### src/rtl/regfile_write_arbiter.sv
// Shares the register file write port between writeback (port A, always wins) and
// the multiply/divide unit (port B, buffered in a one-entry holding register).
module regfile_write_arbiter #(
  parameter int unsigned STARVE_LIMIT = 4
) (
  input  logic        clock,
  input  logic        reset,
  input  logic        a_valid,
  input  logic [4:0]  a_reg,
  input  logic [31:0] a_data,
  input  logic        b_valid,
  input  logic [4:0]  b_reg,
  input  logic [31:0] b_data,
  output logic        b_ready,
  output logic        ctrl_writeEnable,
  output logic [4:0]  ctrl_writeReg,
  output logic [31:0] data_writeReg,
  output logic        pend_valid,
  output logic [4:0]  pend_reg,
  output logic        stall_req,
  output logic        b_killed
);

  localparam logic [3:0] Limit = 4'(STARVE_LIMIT);

  typedef enum logic {StEmpty, StHeld} state_e;

  state_e      state_q, state_d;
  logic [4:0]  held_reg_q, held_reg_d;
  logic [31:0] held_data_q, held_data_d;
  logic [3:0]  age_q, age_d;
  logic        we_q, we_d;
  logic [4:0]  wreg_q, wreg_d;
  logic [31:0] wdata_q, wdata_d;
  logic        stall_q, stall_d;
  logic        killed_q, killed_d;
  logic        a_write;

  always_ff @(posedge clock or negedge reset) begin
    if (!reset) begin
      state_q     <= StEmpty;
      held_reg_q  <= '0;
      held_data_q <= '0;
      age_q       <= '0;
      we_q        <= 1'b0;
      wreg_q      <= '0;
      wdata_q     <= '0;
      stall_q     <= 1'b0;
      killed_q    <= 1'b0;
    end else begin
      state_q     <= state_d;
      held_reg_q  <= held_reg_d;
      held_data_q <= held_data_d;
      age_q       <= age_d;
      we_q        <= we_d;
      wreg_q      <= wreg_d;
      wdata_q     <= wdata_d;
      stall_q     <= stall_d;
      killed_q    <= killed_d;
    end
  end

  always_comb begin
    state_d     = state_q;
    held_reg_d  = held_reg_q;
    held_data_d = held_data_q;
    age_d       = age_q;
    we_d        = 1'b0;
    wreg_d      = wreg_q;
    wdata_d     = wdata_q;
    killed_d    = 1'b0;
    // Writes to $r0 are dropped and count as an idle A cycle.
    a_write     = a_valid && (a_reg != 5'd0);

    if (a_write) begin
      we_d    = 1'b1;
      wreg_d  = a_reg;
      wdata_d = a_data;
    end

    unique case (state_q)
      StEmpty: begin
        if (b_valid && (b_reg != 5'd0)) begin
          state_d     = StHeld;
          held_reg_d  = b_reg;
          held_data_d = b_data;
          age_d       = '0;
        end
      end
      StHeld: begin
        if (a_write && (a_reg == held_reg_q)) begin
          // A carries the newer value for this register; the held result is stale.
          killed_d = 1'b1;
          state_d  = StEmpty;
        end else if (a_write) begin
          if (age_q != 4'hF) age_d = age_q + 4'd1;
        end else begin
          we_d    = 1'b1;
          wreg_d  = held_reg_q;
          wdata_d = held_data_q;
          state_d = StEmpty;
        end
      end
      default: state_d = StEmpty;
    endcase

    // Built from current state so it drops one cycle after the entry leaves.
    stall_d = (state_q == StHeld) && (age_q >= Limit);
  end

  assign b_ready          = (state_q == StEmpty);
  assign pend_valid       = (state_q == StHeld);
  assign pend_reg         = (state_q == StHeld) ? held_reg_q : 5'd0;
  assign ctrl_writeEnable = we_q;
  assign ctrl_writeReg    = wreg_q;
  assign data_writeReg    = wdata_q;
  assign stall_req        = stall_q;
  assign b_killed         = killed_q;

endmodule

### config.mk
export PLATFORM = sky130hd
export DESIGN_NAME = regfile_write_arbiter
export DESIGN_NICKNAME = d
export VERILOG_FILES = /design/src/rtl/regfile_write_arbiter.sv
export SDC_FILE = /design/constraint.sdc
export NUM_CORES = 1
export LEC_CHECK = 0
export BUFFER_PORTS_ARGS = -buffer_cell sky130_fd_sc_hd__buf_2
export CAP_MARGIN = 20
export CORE_ASPECT_RATIO = 2
export CORE_MARGIN = 5
export CORE_UTILIZATION = 40
export CTS_CLUSTER_SIZE = 8
export DETAILED_ROUTE_END_ITERATION = 6
export PLACE_DENSITY = 0.63
export SYNTH_ARGS = -nofsm -noshare
export SYNTH_HDL_FRONTEND = slang
export SYNTH_SLANG_ARGS = --single-unit
### constraint.sdc
create_clock -name clock -period 2 [get_ports clock]
set_clock_uncertainty 0.05 [all_clocks]
set_input_delay 0.4 -clock clock [delete_from_list [all_inputs] [get_ports clock]]
set_output_delay 0.4 -clock clock [all_outputs]
set_load 0.01 [all_outputs]
==> reports/qor.txt <==
RSZ-0062 raised after global routing = no
Die width = 76.5 µm
Switching Power = 1.49 mW
EDFF count, synth = 0
Max_cap viols = 0
DR vias/cell = 5.11
Finished Layout Cells = 543
Vias in the first global route = 2,924
Final min period = 1.94 ns
R2r startpoint = age_q[0]$_DFFE_PN0P_
Post-synthesis cell type count = 35
HP Start = a_data[11]
R2R Path End = age_q[0]$_DFFE_PN0P_
Final GP Congestion = 0.839
CTS tree = built
DIE HEIGHT = 143 µm
Worst hold slack = 0.214 ns
Maximum vdd drop = 717 µV
Cell row count = 48
CTS clock-pin slew for the worst setup and hold paths = 0.06 ns
Root Buffer = clkbuf_16
Worst hold stages = 3
Max clock buf depth = 2
Core area = 8650 µm²
Io pins = 125
Syn Inst Count = 301
Num Clock Sinks = 82
Worst skew pair latency = 0.34 ns
Antenna Nets Post-Route = 0
R2R setup slack = 0.06 ns
Internal = 3.77 mW
Worst path slowest cell = or4b_1
Sequential Power Share = 0.431
Crit Path Class = register to register
Async S/R FF share, synth = 1.00
WP data required = 2.21 ns
Pin count of the biggest net entering global routing = 48
Power per Cell Area = 1110 nW/µm²
Crit share post-route = 0.971
Diodes inserted = 0
Filler Cell Count = 783
Die ar. = 10,900 µm²
Min-Delay Endpoint = data_writeReg[11]$_DFF_PN0_
Drt wl/cell = 17.0 µm
H-tree levels = 3
Actual slew at the worst max-slew pin = 0.460 ns
Crit path max fanout = 7
Synthesized area = 3530 µm²
Status = complete, no violations
Worst min-delay path class = input pin to register
Combinational Power Share = 0.249
Startpoint types = register
Sw Share = 0.283
Final HPWL DP = 6850 µm
CP max stage delay = 0.47 ns
Grt ovf = 0
Drt total wl = 9210 µm
Crit. End Element = register
Crit-path cells = ha_2 -> and3_1 -> o31a_2 -> buf_4 -> or4b_1 -> o211ai_1
CTS Buf Count = 9
First-pass DRT Iterations = 4
Fin. Hold Viols = 0
Max_slew headroom = 0.693
Number of DRC markers in iteration 0 = 138
CP arrival = 2.15 ns
Post-Place Cells = 527
FF+latch area = 2050 µm²
Number of remaining DRC errors = 0
Seq/Total Area, Yosys = 0.581
Port buffer count = 124
Clock power share = 0.320
First-pass GRT wire length = 14,500 µm
Reg2Reg Depth = 6
Nets@finish = 518
Area of the multi-input gates = 1410 µm²
Flops & latches, synth = 82
Total Power = 5.26 mW
Initial Utilization = 0.409
Syn_nets = 380
Fmax = 0.515 GHz
Mean Syn Cell Area = 11.7 µm²
Static Leak = 2.34 nW
Most used flip-flop cell after synthesis = dfrtp_1
Crit path from = age_q[0]$_DFFE_PN0P_
Slew Limit Fails = 0
Final setup fails = 0
Initial antenna violation count = 0
Area grow syn2layout = 33.6%
Fraction of layout instances using a drive strength above 1 = 0.445
Warnings, synthesis = 0
Gr usage total = 0.170
Via Count = 2,774
Post-CTS Setup Bufs = 0
-- worst max-delay path, delay by kind of cell, from the launching register on --
kind / cells / cell delay [ns]
simple gates: 2 / 0.63
flops: 1 / 0.41
fa+ha+maj: 1 / 0.22
buf+inv: 1 / 0.16
compound gates: 2 / 0.39
-- Yosys cell counts (all sizes together), types with 2 or more instances --
cell    instances  share of area
a21oi           5         0.0071
and2            6          0.011
and3            2         0.0035
buf             7          0.011
clkbuf         11          0.012
dfrtp          82           0.58
mux2           33           0.11
mux2i          32          0.091
nand2          54          0.057
nand3           2         0.0064
nand4b          2         0.0050
nor2            3         0.0032
o211ai          2         0.0042
o21ai          39          0.055
or4             2         0.0042
xor2            4         0.0099
-- worst max-delay path by stage --
stage / endpoint / slack (ns) / cells past startpoint
floorplan: held_data_q[2]$_DFFE_PN0P_ / 0.02 / 5
global placement: held_data_q[15]$_DFFE_PN0P_ / -0.05 / 5
detailed placement: held_data_q[28]$_DFFE_PN0P_ / -0.08 / 5
CTS: age_q[0]$_DFFE_PN0P_ / 0.02 / 6
global route: age_q[0]$_DFFE_PN0P_ / 0.01 / 6
finish: age_q[0]$_DFFE_PN0P_ / 0.06 / 6
-- stage by stage --
stage / setup TNS, ns / utilization / area (µm²) / setup slack (ns)
3_3_place_gp: -1.19 / 0.509 / 4400 / -0.0463
4_1_cts: 0 / 0.546 / 4720 / 0.0164
6_report: 0 / 0.546 / 4720 / 0.0581
5_1_grt: 0 / 0.546 / 4720 / 0.0136
2_1_floorplan: 0 / - / 3540 / 0.0174
3_5_place_dp: -1.88 / 0.509 / 4400 / -0.0758
-- registers in the layout, summed over array words and instances (netlist names) --
signal,flops
held_data_q,32
ctrl_writeReg,5
data_writeReg,32
pend_valid,1
held_reg_q,5
ctrl_writeEnable,1
b_killed,1
stall_req,1
age_q,4
-- placed cells by master (no fill, tap or decap), types with 2 or more instances in the layout --
| master | n |
|---|---|
| buf_12 | 3 |
| clkbuf_16 | 9 |
| o211ai_1 | 2 |
| xor2_1 | 4 |
| and3_1 | 2 |
| nor2_1 | 3 |
| clkbuf_8 | 3 |
| a21oi_1 | 5 |
| and2_1 | 6 |
| buf_2 | 123 |
| dfrtp_1 | 81 |
| o21ai_0 | 38 |
| nand2_1 | 54 |
| or4_1 | 2 |
| nand4b_1 | 2 |
| mux2_2 | 33 |
| buf_4 | 18 |
| mux2i_1 | 32 |
-- repair_timing --
| item | 4_1_cts | 5_1_grt |
|---|---|---|
| gates resized for setup | 0 | 1 |
| endpoints found under the hold margin | 25 | 0 |
| setup endpoints to repair | 0 | 1 |
| hold buffers | 1 | 0 |
-- logic make-up (layout without fill, tap and decap cells) --
family | Yosys count | in the layout | share of synthesized area
flops | 82 | 82 | 0.581
fa+ha+maj | 1 | 1 | 0.00354
compound gates | 53 | 53 | 0.0835
simple gates | 76 | 76 | 0.101
mux | 65 | 65 | 0.196
xor+xnor | 5 | 5 | 0.0124
buf+inv | 19 | 161 | 0.0237
-- power groups by stage --
stage                     Clock, mW  Sequential [mW]  Combinational [mW]
after floorplan                   0             2.32               0.711
after global placement            0             2.29                1.29
after detailed placement          0             2.30                1.33
after CTS                      1.73             2.27                1.33
after global routing           1.81             2.32                1.43
final                          1.68             2.27                1.31
-- layout make-up --
class | count | area share
clock inverters | 2 | 0.00742
inverters | 1 | 0.000795
flip-flops and latches | 82 | 0.435
well taps | 100 | 0.0265
repair buffers | 145 | 0.174
multi-input cells | 200 | 0.299
clock buffers | 13 | 0.0572
-- routing by layer --
metal / global-route usage / vias to the layer above / share of wire
met3: 0.0410 / 11 / 0.051
met5: 0 / - / 0
li1: - / 1321 / -
met4: 0.0756 / 0 / 0.021
met2: 0.313 / 80 / 0.57
met1: 0.181 / 1362 / 0.36
No activity file was read; power rests on OpenSTA's default activity.
